<file path="src/rtl/wb_arbiter_pkg.sv">
// wb_arbiter_pkg: shared register-index width, write-enable encodings and grant type
package wb_arbiter_pkg;
    localparam int REG_IDX_W = 3;
    localparam int NUM_REGS = 1 << REG_IDX_W;
    localparam logic REGWE_WRITE = 1'b1;
    localparam logic REGWE_IDLE = 1'b0;
    typedef enum logic [1:0] {GNT_NONE, GNT_ALU, GNT_LSU} gnt_e;
endpackage

</file>
<file path="src/rtl/wb_fifo.sv">
// wb_fifo: LSU result queue, DEPTH entries of WIDTH bits, first-word-fall-through head
//   push_i/din_i write side, pop_i/dout_o read side (dout_o valid while count_o != 0)
//   count_o occupancy 0..DEPTH, full_o when count_o == DEPTH
module wb_fifo #(
    parameter int DEPTH = 2,
    parameter int WIDTH = 19,
    localparam int AW = (DEPTH > 1) ? $clog2(DEPTH) : 1,
    localparam int CW = $clog2(DEPTH + 1)
) (
    input  logic             clk,
    input  logic             rst,
    input  logic             push_i,
    input  logic [WIDTH-1:0] din_i,
    input  logic             pop_i,
    output logic [WIDTH-1:0] dout_o,
    output logic [CW-1:0]    count_o,
    output logic             full_o
);
    logic [WIDTH-1:0] mem_q [DEPTH];
    logic [AW-1:0] wr_ptr_q, wr_ptr_d, rd_ptr_q, rd_ptr_d;
    logic [CW-1:0] count_q, count_d;
    logic push_ok, pop_ok;
    // a full queue still takes a push when the head leaves in the same cycle
    always_comb begin
        pop_ok = pop_i && (count_q != '0);
        push_ok = push_i && ((count_q != CW'(DEPTH)) || pop_ok);
        wr_ptr_d = push_ok ? ((wr_ptr_q == AW'(DEPTH - 1)) ? '0 : wr_ptr_q + 1'b1) : wr_ptr_q;
        rd_ptr_d = pop_ok ? ((rd_ptr_q == AW'(DEPTH - 1)) ? '0 : rd_ptr_q + 1'b1) : rd_ptr_q;
        count_d = count_q + CW'(push_ok) - CW'(pop_ok);
    end
    always_ff @(posedge clk) begin
        if (rst) begin
            wr_ptr_q <= '0;
            rd_ptr_q <= '0;
            count_q <= '0;
        end else begin
            wr_ptr_q <= wr_ptr_d;
            rd_ptr_q <= rd_ptr_d;
            count_q <= count_d;
        end
    end
    always_ff @(posedge clk) begin
        if (push_ok) mem_q[wr_ptr_q] <= din_i;
    end
    assign dout_o = mem_q[rd_ptr_q];
    assign count_o = count_q;
    assign full_o = (count_q == CW'(DEPTH));
endmodule

</file>
<file path="src/rtl/wb_arbiter.sv">
// wb_arbiter: register-file write-back arbiter between a single-cycle ALU and a queued LSU
//   alu_valid/alu_rd/alu_data: ALU result, no back-pressure except the registered alu_hold
//   lsu_valid/lsu_ready/lsu_rd/lsu_data: load results into the FIFO
//   iss_valid/iss_rd: destination issued, marks busy; rd/WB/RegWe: registered write port
module wb_arbiter
    import wb_arbiter_pkg::*;
#(
    parameter int CPU_WIDTH = 16,
    parameter int LSU_DEPTH = 2,
    parameter int AGE_MAX = 3
) (
    input  logic                 clk,
    input  logic                 rst,
    input  logic                 alu_valid,
    input  logic [REG_IDX_W-1:0] alu_rd,
    input  logic [CPU_WIDTH-1:0] alu_data,
    input  logic                 lsu_valid,
    output logic                 lsu_ready,
    input  logic [REG_IDX_W-1:0] lsu_rd,
    input  logic [CPU_WIDTH-1:0] lsu_data,
    input  logic                 iss_valid,
    input  logic [REG_IDX_W-1:0] iss_rd,
    output logic                 alu_hold,
    output logic [REG_IDX_W-1:0] rd,
    output logic [CPU_WIDTH-1:0] WB,
    output logic                 RegWe,
    output logic [NUM_REGS-1:0]  busy
);
    localparam int EW = REG_IDX_W + CPU_WIDTH;
    localparam int CW = $clog2(LSU_DEPTH + 1);
    localparam int AGW = $clog2(AGE_MAX + 1);
    logic [EW-1:0] head;
    logic [CW-1:0] fifo_count;
    logic fifo_full, fifo_pop;
    gnt_e gnt;
    logic [REG_IDX_W-1:0] sel_rd, rd_q, rd_d;
    logic [CPU_WIDTH-1:0] sel_data, wb_q, wb_d;
    logic regwe_q, regwe_d, alu_hold_q, alu_hold_d;
    logic [AGW-1:0] age_q, age_d;
    logic [NUM_REGS-1:0] busy_q, busy_d;
    wb_fifo #(.DEPTH(LSU_DEPTH), .WIDTH(EW)) u_fifo (
        .clk(clk),
        .rst(rst),
        .push_i(lsu_valid && lsu_ready),
        .din_i({lsu_rd, lsu_data}),
        .pop_i(fifo_pop),
        .dout_o(head),
        .count_o(fifo_count),
        .full_o(fifo_full)
    );
    // ALU wins unless the FIFO head has aged out; alu_valid is ignored while holding
    always_comb begin
        gnt = (!alu_hold_q && alu_valid) ? GNT_ALU : (fifo_count != '0) ? GNT_LSU : GNT_NONE;
        fifo_pop = (gnt == GNT_LSU);
        sel_rd = (gnt == GNT_ALU) ? alu_rd : head[EW-1 -: REG_IDX_W];
        sel_data = (gnt == GNT_ALU) ? alu_data : head[CPU_WIDTH-1:0];
        rd_d = (gnt == GNT_NONE) ? rd_q : sel_rd;
        wb_d = (gnt == GNT_NONE) ? wb_q : sel_data;
        regwe_d = (gnt != GNT_NONE && sel_rd != '0) ? REGWE_WRITE : REGWE_IDLE;
        age_d = (fifo_pop || fifo_count == '0) ? '0 : (age_q == AGW'(AGE_MAX)) ? age_q : age_q + 1'b1;
        alu_hold_d = (age_d == AGW'(AGE_MAX));
    end
    // a retiring write clears its bit before a same-cycle issue sets it again
    always_comb begin
        busy_d = busy_q;
        if (regwe_q == REGWE_WRITE) busy_d[rd_q] = 1'b0;
        if (iss_valid) busy_d[iss_rd] = 1'b1;
        busy_d[0] = 1'b0;
    end
    always_ff @(posedge clk) begin
        if (rst) begin
            rd_q <= '0;
            wb_q <= '0;
            regwe_q <= REGWE_IDLE;
            alu_hold_q <= 1'b0;
            age_q <= '0;
            busy_q <= '0;
        end else begin
            rd_q <= rd_d;
            wb_q <= wb_d;
            regwe_q <= regwe_d;
            alu_hold_q <= alu_hold_d;
            age_q <= age_d;
            busy_q <= busy_d;
        end
    end
    assign lsu_ready = !fifo_full;
    assign alu_hold = alu_hold_q;
    assign rd = rd_q;
    assign WB = wb_q;
    assign RegWe = regwe_q;
    assign busy = busy_q;
endmodule

</file>
<file path="config.mk">
export PLATFORM = sky130hd
export DESIGN_NAME = wb_arbiter
export DESIGN_NICKNAME = d
export VERILOG_FILES = /design/src/rtl/wb_arbiter_pkg.sv /design/src/rtl/wb_fifo.sv /design/src/rtl/wb_arbiter.sv
export SDC_FILE = /design/constraint.sdc
export NUM_CORES = 1
export LEC_CHECK = 0
export CAP_MARGIN = 20
export CELL_PAD_IN_SITES_DETAIL_PLACEMENT = 1
export CELL_PAD_IN_SITES_GLOBAL_PLACEMENT = 1
export CORE_ASPECT_RATIO = 0.5
export CORE_UTILIZATION = 30
export DETAILED_ROUTE_END_ITERATION = 6
export GPL_TIMING_DRIVEN = 0
export PLACE_DENSITY_LB_ADDON = 0.1
export SYNTH_ARGS = -nofsm -noshare
export SYNTH_HDL_FRONTEND = slang
export SYNTH_SLANG_ARGS = --single-unit
</file>
<file path="constraint.sdc">
create_clock -name clk -period 2.1 [get_ports clk]
set_input_delay 0.63 -clock clk [delete_from_list [all_inputs] [get_ports clk]]
set_output_delay 0.63 -clock clk [all_outputs]
set_load 0.01 [all_outputs]
</file>
* Word-level counts from Yosys, hierarchy flattened
Memory sizes are Yosys's and may differ from the RTL's. A register that Yosys moved wholly into a read port is not among the register bits.
Index checks and enable logic that the tools add are counted.
** Storage, ports and cells
- Bits in registers :: 35
- Memory bits (writable) :: 38
- Input bits :: 46
- Output and inout bits :: 30
- Memories :: 1
** Memories
- u_fifo.mem_q :: words 2, bits a word 19, rd ports 1, clocked after memory_dff 1, wr ports 1, line wb_fifo.sv:19 : logic [WIDTH-1:0] mem_q [DEPTH];
** Operators by class
- Add/sub/neg operators :: 5
- Magnitude comparators :: 4
- Equality and inequality tests :: 6
- Multiplexer cells :: 19
- Bitwise operators :: 3
- Reductions and logical operators :: 16
** Operators with widths (number)
- two-way mux 16 bit :: 1
- two-way mux 8 bit :: 2
- two-way mux 1 bit :: 9
- bitwise AND 8 bit :: 1
- equality test 2 bit, second input constant :: 4
- < comparator 3 x 4 -> 1 bit, second input constant :: 2
- two-way mux 2 bit :: 4
- NOT 8 bit :: 1
- OR 8 bit :: 1
- logical AND 1 bit :: 7
- demux 1 bit (select 3 bit) :: 2
- greater-or-equal comparator 3 x 1 -> 1 bit, second input constant :: 2
- zero test 2 bit :: 2
- nonzero test 2 bit :: 2
- two-way mux 3 bit :: 1
- nonzero test 3 bit :: 1
- adder 1 bit, second input constant :: 2
- adder 2 x 1 -> 2 bit :: 1
- adder 2 x 1 -> 2 bit, second input constant :: 1
- equality test 2 x 1 -> 1 bit, second input constant :: 1
- zero test 1 bit :: 2
- logical OR 1 bit :: 2
- inequality test 2 bit, second input constant :: 1
- subtractor 2 x 1 -> 2 bit :: 1

* Longest topological paths before layout
Gate-level depths: netlist (run 1).
- Depth in word-level cells :: 9
- Depth in mapped cells :: 8
- Depth with buffers taken out :: 7

* Cells and area by module
Synthesis (run 1) repeated with hierarchy kept, for this count alone.
** Unflattened totals
- Cells, all modules :: 257
- Area, all modules :: 2999.1 sq um
** By module, submodules not included
- wb_fifo :: times used 1, cells each 90, area each 1637.8 sq um, seq. area each 1241.2 sq um
- wb_arbiter :: times used 1, cells each 167, area each 1361.3 sq um, seq. area each 600.6 sq um

* Worst setup path after synthesis (run 1)
Ideal clock, no wire load.
- Kind :: input -> register
- Start :: in alu_valid
- End :: reg u_fifo.count_q[1] (netlist: u_fifo.count_o[1])
- Arrival :: 1.859 ns
- Required time :: 1.967 ns
- Path slack :: 0.108 ns
- Cell stages on the path :: 8
- Path through :: nor2b_1 buf_2 nor2_1 ha_1 nor2b_1 mux2i_1 xor2_1 nor2_1
** On the way
- Word-level cells in the longest chain between the ends :: 8
** Ends and longest elaborated chain
- start: declaration :: line wb_arbiter.sv:14 : input logic alu_valid,
- logical AND 1 bit * :: line wb_arbiter.sv:53 : gnt = (!alu_hold_q && alu_valid) ? GNT_ALU : (fifo_count != '0) ? GNT_LSU : GNT_NONE;
- two-way mux 2 bit * :: line wb_arbiter.sv:53
- equality test 2 bit * :: line wb_arbiter.sv:54 : fifo_pop = (gnt == GNT_LSU);
- logical AND 1 bit * :: line wb_fifo.sv:25 : pop_ok = pop_i && (count_q != '0);
- named net u_fifo.pop_ok :: line wb_fifo.sv:22 : logic push_ok, pop_ok;
- logical OR 1 bit :: line wb_fifo.sv:26 : push_ok = push_i && ((count_q != CW'(DEPTH)) || pop_ok);
- logical AND 1 bit :: line wb_fifo.sv:26
- adder 2 x 1 -> 2 bit :: line wb_fifo.sv:29 : count_d = count_q + CW'(push_ok) - CW'(pop_ok);
- subtractor 2 x 1 -> 2 bit * :: line wb_fifo.sv:29
- end signal: assignment :: line wb_fifo.sv:39 : count_q <= count_d;
- end: declaration :: line wb_fifo.sv:21 : logic [CW-1:0] count_q, count_d;
Mark *: on every way through the listed nets, which the timed path passes. The rest lies on a longest branch.
A chain may end at the register's enable or synchronous reset.

* Final worst setup path (run 1)
- Start :: reg u_fifo.count_q[1] (netlist: u_fifo.count_o[1])
- End :: out lsu_ready
** On the way
- Word-level cells in the longest chain between the ends :: 2
** Ends and longest elaborated chain
- equality test 2 bit :: line wb_fifo.sv:47 : assign full_o = (count_q == CW'(DEPTH));
- zero test 1 bit :: line wb_arbiter.sv:87 : assign lsu_ready = !fifo_full;
- end: declaration :: line wb_arbiter.sv:18 : output logic lsu_ready,
No other way between the ends.

==> results.md, run 1 <==
Timing:
- The number of max-slew violations in the final report is 0.
- The maximum clock frequency is 0.485 GHz.
- The number of failing hold endpoints at the final stage was 0.
- Setup violations remaining at the end of the flow were counted as 0.
- The ratio of final minimum period to clock period is slightly below 100%.
- For the final routed database, the setup TNS stands at 0 ns.
- In this run the tightest slew margin relative to its limit is 35.0%.
- On the final layout, the worst clock skew is 0.00599 ns.
- Setup repair after global routing left no endpoint under its margin.
- The minimum clock period after layout is 2.06 ns.
- Across all hold checks on the routed design, the worst slack comes to 0.474 ns.
- For the pin with the worst max-slew slack, the measured transition is 0.975 ns.

Logic synthesis:
- Measured against the total synthesized area, the mux share comes to 6.43%.
- The most used flip-flop cell after synthesis is sky130_fd_sc_hd__edfxtp_1.
- The share of synthesized cell area in and, or, nand and nor gates is between 10% and 20%.
- The number of flops mapped to enable cells by yosys is 38.
- The cell count after synthesis is 249.
- In this run, synthesis produced a sequential element count of 73.
- The number of distinct library cells after synthesis is 37.
- The share of async-settable or async-resettable flops after synthesis is 0%.
- The synthesized cell area is 3110 um2.
- The adder and majority gate portion of the synthesized area is less than 1%.
- The synthesized netlist devotes under 10% of its cell area to XOR and XNOR gates.
- The number of warning messages in the yosys log is 0.
- The fraction of the mapped netlist area in compound gates is ~15%.
- The post-synthesis sequential area ratio is 59.1%.
- Each instance of the synthesized netlist takes up on average 12.5 um2.
- The net count of the mapped netlist is 296.
- The main combinational cell family by area after synthesis is compound AO/OA/AOI/OAI gates.

Detailed routing:
- In this run, the number of DRC markers left after iteration 0 of detailed routing was 49.
- The detailed-route via count is 2174.
- The routed design has about 7.5 mm of wire.
- The remaining number of nets flagged by the antenna check after routing is 0.
- The residual DRC count is 0.
- The first-pass iteration count of the detailed router is 4.
- The wire length per cell after detailed routing is 15.7 um.
- The via density per instance is 4.57.

CTS:
- No sink is reached through more buffers than the 2 on the longest clock path.
- After clock tree synthesis, the clock-pin slew on the worst setup and hold paths is 0.05 ns.
- The tree built by TritonCTS fans out to 73 sinks.
- The number of H-tree levels is 3.
- TritonCTS built the clock tree.
- The tree is rooted in a sky130_fd_sc_hd__clkbuf_16.
- For the worst-skew pair, the clock arrives at the later sink with an insertion delay of 0.33 ns.
- The count of hold buffers inserted by post-cts repair is 0.
- The total clock buffers created by CTS is 9.

Setup path:
- The end of the worst register-to-register path is u_fifo.mem_q[1][0]$_DFFE_PP_.
- The critical path buffer and inverter count is 1.
- In this run the critical register-to-register path is launched from u_fifo.count_o[0]$_SDFF_PP0_.
- The category of the worst setup path launch point is a flip-flop.
- The critical path is of the flip-flop to primary output type.
- In this run the worst path has a maximum fanout of 5.
- The reg2reg setup slack is roughly 0.36 ns.
- The critical path required time is 1.47 ns.
- The critical path goes through or2b_1 > clkdlybuf4s50_1.
- Among all stages on the critical path, the largest delay is contributed by sky130_fd_sc_hd__clkdlybuf4s50_1.
- The worst setup path is captured at a primary output.
- Data on the critical path arrives at its endpoint at 1.43 ns.
- Tracing the worst setup path back leads to its startpoint at u_fifo.count_o[1]$_SDFF_PP0_.
- On the critical path the largest part of the delay comes from buffers and inverters.
- The delay of the slowest critical-path stage is 0.48 ns.
- The endpoint of the worst setup timing path is lsu_ready.
- The worst register-to-register path has a depth of 2.
- In this run the number of cells on the critical path is 2.

Outcome:
- The run finished with clean final reports.

Floorplanning:
- The width of the die is 146 um.
- The core region is 9760 um2.
- For this configuration, the core starts out at a cell density of 31.9%.
- For this design the top-level I/O count stands at 76.
- The count of standard-cell rows is 25.
- The floorplan die height is around 74 um.
- The total die area is between 10000 and 15000 um2.

Pwr:
- The total power per unit cell area is 1150 nW/um2.
- The analysis attributes to cell leakage a power of 1.53 nW.
- The largest voltage drop on the vdd net is approximately 0.00046 V.

GRT:
- Global routing used 14.5% of the available tracks.
- Entering global routing, the biggest net connects 20 pins.
- The via count of the first global-routing pass is 2319.
- The initial antenna violation count is 0.
- The global-route congestion overflow total is 0.
- The first global-routing pass estimated 11.7 mm of wire.

Cells and area:
- The layout net count is 384.
- In the layout the commonest cells are sky130_fd_sc_hd__clkdlybuf4s50_1 (72), sky130_fd_sc_hd__edfxtp_1 (38), sky130_fd_sc_hd__dfxtp_1 (34).
- The library cell used most frequently in the layout, excluding fill and tap cells, is sky130_fd_sc_hd__clkdlybuf4s50_1.
- The signed area change from the synthesized netlist to the final layout is 41.3%.
- The diode insertion count for antenna repair is 0.
- The final core utilization is between 40% and 50%.
- The share of cells above drive strength 1 is 23.8%.

Worst hold path:
- In this run the worst hold path is classified as flip-flop to flip-flop.

Placed design:
- The congestion estimate from routability-driven global placement came to 0.766.
- The estimated wirelength of the detail-placed design is 5.49 mm.
- During placement, the flow inserted port buffers numbering 73.

Job:
- The reported max-cap violation count is 0.
[routing by layer]
metal  wire length [um]  global-route usage (%)
met4                 81                    5.56
met2               3840                    27.1
met3                277                    4.36
met5                  0                       0
met1               3270                    16.1
[worst min path at each step]
stage	from	end	depth (start not counted)
floorplan	age_q[0]$_SDFF_PP0_	age_q[0]$_SDFF_PP0_	1
global placement	age_q[0]$_SDFF_PP0_	age_q[0]$_SDFF_PP0_	1
detailed placement	age_q[0]$_SDFF_PP0_	age_q[1]$_SDFF_PP0_	1
CTS	age_q[0]$_SDFF_PP0_	age_q[1]$_SDFF_PP0_	1
global route	age_q[0]$_SDFF_PP0_	age_q[0]$_SDFF_PP0_	1
finish	age_q[0]$_SDFF_PP0_	age_q[0]$_SDFF_PP0_	1
[layout make-up]
class | instances | area [um2]
fill | 1026 | 5360
sequential | 73 | 1840
multi-input combinational | 158 | 1120
timing repair buffer | 77 | 771
clock buffer | 9 | 225
buffer | 16 | 184
tap | 135 | 169
clock inverter | 6 | 83.8
inverter | 2 | 7.51
[state kept, by name, indices dropped and copies added (netlist names), named ones only]
signal and cells:
u_fifo.wr_ptr_q 1, RegWe 1, busy 7, rd 3, WB 16, u_fifo.mem_q 38, alu_hold 1, u_fifo.rd_ptr_q 1
u_fifo.count_o 2, age_q 2
[what timing repair did]
| item | CTS | global route |
|---|---|---|
| gates resized for setup | 5 | 4 |
| setup buffers | 1 | 2 |
| endpoints found under the setup margin | 2 | 1 |
| pin swaps | 0 | 3 |
[cell usage after synthesis (2+ instances only)]
| master | count | area (um2) |
|---|---|---|
| sky130_fd_sc_hd__xnor2_1 | 2 | 17.5 |
| sky130_fd_sc_hd__nor2_1 | 10 | 37.5 |
| sky130_fd_sc_hd__o211ai_2 | 14 | 175 |
| sky130_fd_sc_hd__nand3_1 | 4 | 20.0 |
| sky130_fd_sc_hd__mux2i_1 | 20 | 200 |
| sky130_fd_sc_hd__nor2b_1 | 5 | 31.3 |
| sky130_fd_sc_hd__xor2_1 | 2 | 17.5 |
| sky130_fd_sc_hd__inv_1 | 2 | 7.51 |
| sky130_fd_sc_hd__buf_2 | 2 | 10.0 |
| sky130_fd_sc_hd__clkbuf_8 | 5 | 68.8 |
| sky130_fd_sc_hd__a21oi_2 | 14 | 123 |
| sky130_fd_sc_hd__a21oi_1 | 12 | 60.1 |
| sky130_fd_sc_hd__edfxtp_1 | 38 | 1140 |
| sky130_fd_sc_hd__o211ai_1 | 5 | 37.5 |
| sky130_fd_sc_hd__nand2_1 | 31 | 116 |
| sky130_fd_sc_hd__nand2_2 | 13 | 81.3 |
| sky130_fd_sc_hd__dfxtp_1 | 35 | 701 |
| sky130_fd_sc_hd__nand2b_1 | 4 | 25.0 |
| sky130_fd_sc_hd__o21ai_0 | 9 | 45.0 |
| sky130_fd_sc_hd__buf_6 | 5 | 56.3 |
[power by group]
group / internal (mW) / switching, mW
logic: 0.783 / 0.808
registers: 1.77 / 0.127
clock network: 1.03 / 0.556
total: 3.58 / 1.49
[cells by family (layout without fill, tap and decap cells)]
| kind of cell | Yosys count | in the layout |
|---|---|---|
| adders and majority gates | 1 | 1 |
| DFF | 73 | 73 |
| other | 1 | 1 |
| and+or+nand+nor | 74 | 74 |
| buffers and inverters | 18 | 110 |
| muxes | 20 | 20 |
| AOI/OAI and AO/OA | 58 | 58 |
| xor gates and xnor gates | 4 | 4 |
[through the flow]
stage,power (mW),worst slack [ns],instances,cell area (um2)
2_1_floorplan,2.92,0.108,249,3110
3_3_place_gp,3.41,-0.916,457,4010
3_5_place_dp,3.46,-0.576,458,4030
4_1_cts,5.09,0.0198,474,4370
5_1_grt,5.33,0.00632,476,4400
6_report,5.07,0.0397,476,4400
(Power assumes the default switching activity.)
==> inputs of run 2 (changes only) <==
--- a/config.mk
+++ b/config.mk
@@ -5,7 +5,7 @@
 export SDC_FILE = /design/constraint.sdc
 export NUM_CORES = 1
 export LEC_CHECK = 0
-export CAP_MARGIN = 20
+export CAP_MARGIN = 15
 export CELL_PAD_IN_SITES_DETAIL_PLACEMENT = 1
 export CELL_PAD_IN_SITES_GLOBAL_PLACEMENT = 1
 export CORE_ASPECT_RATIO = 0.5
@@ -13,6 +13,7 @@
 export DETAILED_ROUTE_END_ITERATION = 6
 export GPL_TIMING_DRIVEN = 0
 export PLACE_DENSITY_LB_ADDON = 0.1
+export SLEW_MARGIN = 20
 export SYNTH_ARGS = -nofsm -noshare
 export SYNTH_HDL_FRONTEND = slang
 export SYNTH_SLANG_ARGS = --single-unit
==> results.md, run 2 (synthesized netlist as in run 1, its figures left out) <==
Timing:
- The final setup slack of the worst path is 0.0939 ns (was 0.0397 ns).
- The number of failing hold endpoints at the final stage was 0 (unchanged).
- The number of max-slew violations in the final report is 0 (unchanged).
- The final worst clock skew is 0.00661 ns (was 0.00599 ns).
- The maximum clock frequency is 0.498 GHz (was 0.485 GHz).
- The number of setup violations in the final report is 0 (unchanged).
- The transition time at the pin with the least slew margin is 0.991 ns (was 0.975 ns).
- The worst hold margin is 0.459 ns (was 0.474 ns).
- The minimum clock period after layout is 2.01 ns (was 2.06 ns).
- The ratio of final minimum period to clock period is 95.5% (was 98.1%).
- The remaining max-slew budget at the tightest pin is 33.9% (was 35.0%).
- RSZ-0062 raised after global routing: false (unchanged).

CTS:
- The register clock-pin slew on the reported worst setup and hold paths is 0.05 ns (about the same).
- The worst-case clock buffer depth is 2 (unchanged).
- The number of H-tree levels is 3 (unchanged).
- The CTS tree is yes (unchanged).
- The later-pin clock latency in the skew report is 0.34 ns (was 0.33 ns).
- The root cell of the clock tree is sky130_fd_sc_hd__clkbuf_16 (unchanged).
- The total clock buffers created by CTS is 9 (unchanged).
- The number of sinks driven by the clock tree is 73 (unchanged).

Worst hold path:
- The worst hold path class was flip-flop to flip-flop (unchanged).

Floorplanning:
- The floorplan die height is 74.0 um (unchanged).
- The effective utilization at floorplan is 31.9% (unchanged).
- The number of I/O pins came to 76 (unchanged).
- The width of the die is 146 um (unchanged).
- The total die area is 10800 um2 (unchanged).
- The count of standard-cell rows is 25 (unchanged).
- The area inside the core boundary was 9760 um2 (unchanged).

Outcome:
- Run status: complete, no violations (unchanged).

Cells and area:
- The signed area change from the synthesized netlist to the final layout is 40.4% (was 41.3%).
- Most frequent cells in the layout: sky130_fd_sc_hd__clkdlybuf4s50_1 (71), sky130_fd_sc_hd__edfxtp_1 (38), sky130_fd_sc_hd__dfxtp_1 (34) (was sky130_fd_sc_hd__clkdlybuf4s50_1 (72), sky130_fd_sc_hd__edfxtp_1 (38), sky130_fd_sc_hd__dfxtp_1 (34)).
- The final non-filler cell total is 476 (unchanged).
- The most common library cell in the layout ignoring fill and taps is sky130_fd_sc_hd__clkdlybuf4s50_1 (unchanged).
- The register with the highest flop count is u_fifo.mem_q (unchanged).
- The layout net count was 383 (was 384).
- The diode insertion count for antenna repair is 0 (unchanged).
- The number of flip-flops in the largest register is 38 (unchanged).
- The share of cells above drive strength 1 is 23.8% (unchanged).
- The final design area excluding fillers is 4370 um2 (was 4400 um2).

Pwr:
- The total power per unit cell area is 1130 nW/um2 (was 1150 nW/um2).
- The standby leakage power is 1.53 nW (about the same).
- The overall power consumption came to 4.94 mW (was 5.07 mW).
- The largest voltage drop on the vdd net was 0.000504 V (was 0.000464 V).

Setup path:
- The cell class contributing the biggest share of worst-path delay is simple AND/OR/NAND/NOR gates (was buffers and inverters).
- The delay of the slowest critical-path stage is 0.82 ns (was 0.48 ns).
- The critical path required time is 2.05 ns (was 1.47 ns).
- The slowest library cell on the worst path was sky130_fd_sc_hd__and3_1 (was sky130_fd_sc_hd__clkdlybuf4s50_1).
- The data arrival time at the worst-slack endpoint is 1.96 ns (was 1.43 ns).
- The type of destination of the critical path is a flip-flop (was primary output).
- The worst setup path category is input pin to flip-flop (was flip-flop to primary output).
- The critical path buffer and inverter count is 1 (unchanged).
- The category of the worst setup path launch point is an input pin (was flip-flop).
- The largest driver fanout on the critical path is 19 (was 5).
- Cells traversed along the worst timing path: clkdlybuf4s50_1 > and3_1 (was or2b_1 > clkdlybuf4s50_1).

Detailed routing:
- The residual DRC count is 0 (unchanged).
- The final wirelength is 7.47 mm (about the same).
- The via density per instance is 4.55 (was 4.57).
- The first-iteration detailed-routing DRC count is 55 (was 49).
- The detailed-route via count was 2167 (was 2174).
- The first-pass iteration count of the detailed router is 4 (unchanged).
- The remaining number of nets flagged by the antenna check after routing was 0 (unchanged).
- The wire length per cell after detailed routing came to 15.7 um (about the same).

GRT:
- The met2 layer usage reported by global route is 26.0% (was 27.1%).
- The via count of the first global-routing pass is 2291 (was 2319).
- The wire length of the first global-routing pass is 11.8 mm (was 11.7 mm).
- The initial antenna violation count is 0 (unchanged).
- The met1 routing resource usage after global routing came to 17.2% (was 16.1%).
- The busiest layer in global routing is met2 (unchanged).
- The global-route congestion overflow total is 0 (unchanged).
- The global router's overall resource usage is 14.8% (was 14.5%).
- The routing usage on met3 was 4.42% (was 4.36%).
- The maximum number of pins on one net before global-route repair is 20 (unchanged).

Job:
- The reported max-cap violation count is 0 (unchanged).

Placed design:
- The post-placement setup slack is -0.592 ns (was -0.576 ns).
- The number of port buffers was 73 (unchanged).
- The estimated wirelength of the detail-placed design is 5.48 mm (was 5.49 mm).
- The number of placed instances, taps included is 458 (unchanged).
- The placer's final routability congestion estimate came to 0.766 (unchanged).
- The cell area reported after detailed placement is 4030 um2 (about the same).
==> run 2: area by class of cell <==
cell class              instances  area (um2)
fillers                      1042        5390
flip-flops and latches         73        1840
multi-input cells             158        1120
repair buffers                 76         762
clock buffers                   9         225
plain buffers                  16         188
well taps                     135         169
clock inverters                 7        61.3
inverters                       2        7.51
==> run 2: where the power goes <==
group          internal [mW]  switching [mW]  total (mW)
combinational          0.764           0.810        1.57
sequential              1.77           0.127        1.90
clock                  0.905           0.565        1.47
==> run 2: what timing repair did <==
item                       4_1_cts  5_1_grt
resized for setup                7        4
pin swaps                        0        2
buffers inserted                 1        1
hold buffers                     0        0
setup endpoints to repair        2        2
==> run 2: per-stage QoR <==
step | utilization (%) | setup TNS [ns]
after detailed placement | 41.3 | -6.87
after global routing | 44.8 | 0
after global placement | 41.1 | -23.04
after CTS | 44.6 | 0
final | 44.8 | 0
after floorplan | - | 0
==> run 2: path summary, 6_finish.rpt <==
check	start	to	slack, ns	cells after the start
hold reg to reg	age_q[0]$_SDFF_PP0_	age_q[0]$_SDFF_PP0_	0.46	1
setup reg to reg	u_fifo.count_o[0]$_SDFF_PP0_	u_fifo.mem_q[1][6]$_DFFE_PP_	0.34	2
setup / recovery	lsu_valid	u_fifo.mem_q[1][6]$_DFFE_PP_	0.09	2
hold / removal	age_q[0]$_SDFF_PP0_	age_q[0]$_SDFF_PP0_	0.46	1
==> run 2: layer usage <==
layer	up-vias	share of wire, %
met5	-	0
met3	12	3.9
met1	1050	45
met2	41	49
met4	0	1.7
li1	1064	-
